--- src/rtl/imem_load_arbiter.sv ---
// Shares a single-port instruction memory between a boot loader word stream and the core fetch stage.
// Optional macro IMEM_RELOAD_EN: loader activity while running restarts the load sequence.
module imem_load_arbiter #(
    parameter int WIDTH1    = 32,
    parameter int MEM_SIZE  = 1024,
    parameter int BASE_ADDR = 0
) (
    input  logic              clk,
    input  logic              reset,
    input  logic              ld_valid,
    output logic              ld_ready,
    input  logic [WIDTH1-1:0] ld_data,
    input  logic              ld_last,
    input  logic              fetch_req,
    input  logic [WIDTH1-1:0] fetch_addr,
    output logic              fetch_valid,
    output logic [WIDTH1-1:0] fetch_data,
    output logic              fetch_err,
    output logic [WIDTH1-1:0] mem_addr,
    output logic              mem_wr,
    output logic [WIDTH1-1:0] mem_wdata,
    input  logic [WIDTH1-1:0] mem_rdata,
    output logic              cpu_run,
    output logic [WIDTH1-1:0] load_count,
    output logic              load_ovf
);

    typedef enum logic [1:0] {IDLE, LOAD, RUN} state_t;

    localparam logic [WIDTH1-1:0] BASE  = WIDTH1'(BASE_ADDR);
    localparam logic [WIDTH1-1:0] DEPTH = WIDTH1'(MEM_SIZE);

    state_t            state;
    state_t            state_next;
    logic              handshake;
    logic              full;
    logic              reload;
    logic              fetch_take;
    logic              fetch_bad;
    logic [WIDTH1-1:0] word_index;

    assign full       = (load_count == DEPTH);
    assign handshake  = ld_valid & ld_ready;
    assign word_index = (fetch_addr - BASE) >> 2;
    assign fetch_bad  = (fetch_addr[1:0] != 2'b00) || (word_index >= DEPTH);
    assign fetch_take = (state == RUN) && fetch_req && !reload;

    // Ownership of the memory port follows the state alone; ld_ready is masked while reset is held
    always_comb begin
        state_next = state;
        ld_ready   = 1'b0;
        cpu_run    = 1'b0;
        mem_wr     = 1'b0;
        mem_wdata  = '0;
        mem_addr   = BASE + {load_count[WIDTH1-3:0], 2'b00};
        reload     = 1'b0;
        case (state)
            IDLE, LOAD: begin
                ld_ready = reset;
                if (ld_valid && reset) begin
                    mem_wr     = !full;
                    mem_wdata  = full ? '0 : ld_data;
                    state_next = ld_last ? RUN : LOAD;
                end
            end
            RUN: begin
                cpu_run  = 1'b1;
                mem_addr = fetch_addr;
`ifdef IMEM_RELOAD_EN
                if (ld_valid) begin
                    reload     = 1'b1;
                    state_next = LOAD;
                end
`endif
            end
            default: state_next = IDLE;
        endcase
    end

    always_ff @(posedge clk or negedge reset) begin
        if (!reset) begin
            state       <= IDLE;
            load_count  <= '0;
            load_ovf    <= 1'b0;
            fetch_valid <= 1'b0;
            fetch_err   <= 1'b0;
            fetch_data  <= '0;
        end else begin
            state       <= state_next;
            fetch_valid <= fetch_take;
            fetch_err   <= fetch_take && fetch_bad;
            fetch_data  <= (fetch_take && !fetch_bad) ? mem_rdata : '0;
            // Words past the end are swallowed so the loader can finish its stream
            if (reload) begin
                load_count <= '0;
                load_ovf   <= 1'b0;
            end else if (handshake) begin
                if (full) begin
                    load_ovf <= 1'b1;
                end else begin
                    load_count <= load_count + WIDTH1'(1);
                end
            end
        end
    end

endmodule

--- config.mk ---
export PLATFORM = sky130hd
export DESIGN_NAME = imem_load_arbiter
export DESIGN_NICKNAME = d
export VERILOG_FILES = /design/src/rtl/imem_load_arbiter.sv
export SDC_FILE = /design/constraint.sdc
export NUM_CORES = 1
export LEC_CHECK = 0
export BUFFER_PORTS_ARGS = -buffer_cell sky130_fd_sc_hd__buf_2
export CAP_MARGIN = 20
export CORE_ASPECT_RATIO = 1.2
export CORE_MARGIN = 2
export CORE_UTILIZATION = 40
export DETAILED_ROUTE_END_ITERATION = 7
export GPL_TIMING_DRIVEN = 0
export PLACE_DENSITY = 0.77
export SLEW_MARGIN = 30
export SYNTH_ARGS = -nofsm -noshare
export SYNTH_HDL_FRONTEND = slang
export SYNTH_SLANG_ARGS = --single-unit
--- constraint.sdc ---
create_clock -name clk -period 5.39 [get_ports clk]
set_clock_uncertainty 0.05 [all_clocks]
set_input_delay 1.078 -clock clk [delete_from_list [all_inputs] [get_ports clk]]
set_output_delay 1.078 -clock clk [all_outputs]
set_load 0.01 [all_outputs]
After elaboration in Yosys (flattened, before gate mapping)
Cells that the tools add are included.
{"block": "totals", "wordCells": 40, "regBits": 69}
{"block": "op_classes", "n_eq_ne": 4, "addsub": 1, "magnitude_cmp": 1, "bitwise": 3, "mux": 12, "n_reduce_logical": 13}
{"op": "32-bit 2-to-1 mux", "n": 5}
{"op": "32-bit by 1-bit adder with 32-bit output (second input constant)", "n": 1}
{"op": "32-bit by 11-bit equality test with 1-bit output (second input constant)", "n": 1}
{"op": "30-bit by 11-bit >= comparator with 1-bit output (second input constant)", "n": 1}
{"op": "2-bit AND reduction", "n": 3}
{"op": "1-bit logical AND", "n": 4}
{"op": "1-bit 2-to-1 mux", "n": 4}
{"op": "2-bit 2-to-1 mux", "n": 2}
{"op": "2-bit case mux with 2 select lines", "n": 1}
{"op": "2-bit by 1-bit equality test with 1-bit output (second input constant)", "n": 1}
{"op": "2-bit equality test (second input constant)", "n": 1}
{"op": "1-bit logical NOT", "n": 2}
{"op": "2-bit logical NOT", "n": 1}
{"op": "2-bit != test (second input constant)", "n": 1}
{"op": "1-bit NOT", "n": 2}
{"op": "2-bit nonzero test", "n": 1}
{"op": "2-bit OR reduction", "n": 1}
{"op": "1-bit bitwise AND", "n": 1}
{"op": "1-bit logical OR", "n": 1}

Depth between registers and ports, before layout
{"block": "depth", "word_depth": 5, "depth_mapped": 8}

Worst setup path after synthesis
Ideal clock, no wire load.
{"block": "synth_path", "kind": "input-to-output", "from": "input ld_valid", "to": "output mem_wdata[23]", "slack_ns": 2.320, "path_buffers": 1, "arrival_time_ns": 1.942, "path_stages": 4, "cell_sequence": "nand3b_1 -> nor2_1 -> buf_2 -> and2_1"}
{"block": "synth_between", "elab_chain_cells": 3}
{"element": "from (decl)", "line": "10", "text": "input logic ld_valid,"}
{"element": "1-bit logical AND", "line": "60", "text": "if (ld_valid && reset) begin"}
{"element": "32-bit 2-to-1 mux", "line": "60"}
{"element": "32-bit 2-to-1 mux", "line": "57", "text": "case (state)"}
{"element": "to (decl)", "line": "21", "text": "output logic [WIDTH1-1:0] mem_wdata,"}
Every way passes these cells.

Worst setup path after layout
{"block": "layout_path", "from": "register load_count[0]", "to": "output mem_wdata[23]"}
{"block": "layout_between", "elab_chain_cells": 4}
{"element": "from (decl)", "line": "24", "text": "output logic [WIDTH1-1:0] load_count,"}
{"element": "from (signal assigned)", "line": "101", "text": "load_count <= load_count + WIDTH1'(1);"}
{"element": "32-bit by 11-bit equality test with 1-bit output", "line": "42", "text": "assign full = (load_count == DEPTH);"}
{"element": "32-bit 2-to-1 mux", "line": "62", "text": "mem_wdata = full ? '0 : ld_data;"}
{"element": "32-bit 2-to-1 mux", "line": "60"}
{"element": "32-bit 2-to-1 mux", "line": "57"}
Every way passes these cells.

==> qor.yml <==
global_routing:
  global_route.overflow_total: 0
  grt.busiest_layer: "met2"
  grt.total_usage: 0.258
  grt_start_max_net_pins: 50
  antenna_found_initial: 2
  grt_pass1_wl_mm: 17.6
  met3_usage: 0.0742
  grt_util_met2: 0.480
  number_of_global_route_vias_before_repair: 3383
  met1_usage: 0.268
layout:
  area_of_the_multi_input_gates_sq_mm: 0.00160
  syn_to_final_growth_pct: 46.1
  drive_gt1_frac: 0.512
  final_core_util: 0.606
  antenna_cells: 0
  register_area_sq_mm: 0.00173
  post-route-cell-area_sq_mm: 0.00497
  finalNetCount: 661
  nFillCells: 726
clock_tree:
  post_cts_buffers: 0
  cts.root.buffer_cell: "clkbuf_8"
  clkLatencyLatePin_ns: 0.34
  clock_sinks: 69
  cts_max_path_buffers: 2
  cts.repair.resized: 0
  clk_transition_reported_paths_ns: 0.08
  cts_hold_repair.buffers: 0
  tritoncts: "yes"
  cts_htree_levels: 3
  tritoncts.num_buffers: 9
yosys:
  mean_instance_size_in_the_synthesized_netlist_sq_um: 10.9
  largest_family_of_logic_cells_by_synthesized_area: "simple AND/OR/NAND/NOR gates"
  ys.warnings.count: 0
  mappedNetlistArea_sq_mm: 0.00340
  synth.mux.area_fraction: 0.0860
  synth-compound-area-share: 0.0158
  synth_seq_area_share: 0.507
  synth.ff_latch_count: 69
  synth_fa_ha_area_frac: 0.00735
  yosysUniqueCellTypes: 38
  synthesis.instances: 312
  post_synth_xor_area_fraction: 0.0798
  synthesis.nets: 415
  yosys.area_share.simple: 0.282
worst_hold_path:
  hold_path.class: "flop to flop"
placement:
  portBuffers: 234
  postPlaceCellArea_sq_mm: 0.00475
  place_hpwl_mm: 9.63
  gpl.final_weighted_congestion: 0.873
routing:
  drtPass1Iterations: 4
  wl_mm: 11.9
  ant_nets: 0
  route.detailed.vias_per_inst: 4.95
  route.detailed.wl_per_inst_um: 17.6
  detailedRoute.firstIterationViolations: 145
  via_count: 3348
  drc: 0
power:
  irDropWorstVdd_mv: 0.261
  power.leakage_nw: 2.94
  share_clk_of_total_power: 0.311
  pwr-share-seq: 0.392
  power.switching_fraction: 0.324
  power.share.combinational: 0.297
  powerDensity_mw_per_mm2: 306
  internal_power_mw: 1.03
  p_sw_mw: 0.493
die:
  coreArea_sq_mm: 0.00820
  die_area_sq_mm: 0.00926
  floorplan.die.height_um: 105
  die_x_um: 88.2
  initial_core_util: 0.415
  num_rows: 36
  ioPinCount: 235
setup_path:
  critical_path.top_delay_family: "simple AND/OR/NAND/NOR gates"
  worstPathArrival_ns: 2.97
  cp_buf_inv_count: 3
  critPathMaxStageDelay_ns: 0.56
  reg2reg_slack_ns: 2.81
  start_kind: "flop"
  critical_path_required_ns: 4.26
  worstSetupPathType: "flop to output pin"
  cp_cell_sequence: "inv_1 -> ha_1 -> nor4b_1 -> nand4_1 -> nor3_2 -> nor2_1 -> buf_2 -> and2_1 -> buf_2"
  timing.critical_path.to_type: "output pin"
  critPathSlowestCell: "nor3_2"
  critical_path_peak_fanout: 10
  critical_path.most_common_cell: "buf_2"
sta:
  fin_crit_sh: 0.761
  slew_headroom: 0.546
  finalHoldViolations: 0
  clock.fmax_mhz: 244
  worst_pin_slew_ns: 0.677
  report.final.setup_viol: 0
  grt_setup_unrepaired: "false"
  timing.setup.tns_ns: 0
  number_of_pins_exceeding_their_max_slew_limit_in_the_final_report: 0
  period_needed_ns: 4.10
  hold_ws_ns: 0.422
outcome:
  run_status: "finished, final reports clean"
flow_run:
  drv_cap: 0
power by group through the flow:
| stage | logic, mW | registers [mW] | clock network [mW] |
|---|---|---|---|
| 2_1_floorplan | 0.232 | 0.608 | 0 |
| 5_1_grt | 0.492 | 0.602 | 0.504 |
| 3_3_place_gp | 0.445 | 0.604 | 0 |
| 4_1_cts | 0.456 | 0.595 | 0.479 |
| 3_5_place_dp | 0.454 | 0.605 | 0 |
| 6_report | 0.452 | 0.596 | 0.472 |
metal layers:
layer | routed length (um) | part of all wire | vias to the layer above
met5 | 15 | 0.0013 | -
met2 | 6340 | 0.53 | 184
li1 | - | - | 1581
met4 | 240 | 0.020 | 2
met3 | 995 | 0.084 | 19
met1 | 4310 | 0.36 | 1562
cell usage after synthesis:
cell / count / area, sq um
nand4_2: 1 / 12.5
nand3_1: 11 / 55.1
a21o_1: 2 / 15.0
o21ai_0: 5 / 25.0
dfrtp_1: 69 / 1730
nor4b_1: 2 / 17.5
mux2_2: 25 / 282
nor3_2: 3 / 30.0
or3_4: 1 / 11.3
and3b_1: 1 / 8.76
xnor2_1: 17 / 149
or4_4: 1 / 11.3
nand4_1: 7 / 43.8
nor4_1: 10 / 62.6
nor4_4: 1 / 21.3
nor2b_1: 3 / 18.8
and2_1: 34 / 213
nand3_2: 2 / 20.0
nor2_1: 12 / 45.0
clkbuf_1: 11 / 41.3
or3_1: 1 / 6.26
nand2_1: 16 / 60.1
xor2_1: 14 / 123
buf_2: 2 / 10.0
mux2_1: 1 / 11.3
inv_1: 5 / 18.8
a311oi_1: 1 / 8.76
and3_1: 35 / 219
or4_1: 1 / 7.51
and4_1: 2 / 17.5
nor3_1: 7 / 35.0
nand3b_1: 2 / 15.0
or4b_1: 1 / 10.0
nor4_2: 1 / 12.5
ha_1: 2 / 25.0
buf_1: 1 / 3.75
and2_0: 1 / 6.26
a21oi_1: 1 / 5.00
sequential cells by signal, summed over array words and instances (netlist names):
| register | flops |
|---|---|
| fetch_data | 32 |
| fetch_err | 1 |
| fetch_valid | 1 |
| load_count | 32 |
| load_ovf | 1 |
| state | 2 |
placed cells by master (no fill, tap or decap), drive strengths merged, types with 3 or more instances in the layout:
cell type  count
xor2          14
and2          35
mux2          26
clkbuf        21
dfrtp         69
nor4          12
nand3         13
nor2b          3
buf          238
nand2         16
o21ai          5
clkinv         3
nor2          12
and3          35
nor3          10
nand4          8
inv            5
xnor2         17
layout make-up:
type,count,share of cell area
sequential,69,0.347
multi-input combinational,224,0.322
timing repair buffer,235,0.242
tap,114,0.0287
clock buffer,10,0.0277
clock inverter,6,0.0174
buffer,14,0.0111
inverter,5,0.00378
metrics by stage:
stage                     cells  power [mW]  setup slack (ns)
after detailed placement    661        1.06              1.42
after global placement      660        1.05             0.316
after global routing        677        1.60              1.02
final                       677        1.52              1.29
after CTS                   677        1.53              1.27
after floorplan             312       0.840              2.32
cells by family after synthesis:
group,Yosys count
mux,26
xor+xnor,31
simple gates,156
fa+ha+maj,2
flops,69
compound gates,9
buf+inv,19
path summary, 6_finish.rpt:
check	start	endpoint	depth (start not counted)
min	load_ovf	load_ovf	1
max reg2reg	load_count[0]	load_count[0]	8
min in group asynchronous	reset	load_count[31]	1
max	load_count[0]	mem_wdata[23]	9
min reg2reg	load_ovf	load_ovf	1
max in group asynchronous	reset	fetch_data[0]	2
worst register-to-register path, stage by stage (launching register included):
cell and delay (ns):
dfrtp_1 0.41, inv_1 0.14, ha_1 0.20, nor4b_1 0.24, nand4_1 0.20, nor3_2 0.56, nor2_1 0.28, buf_2 0.26
xnor2_1 0.14
(Power assumes the default switching activity.)
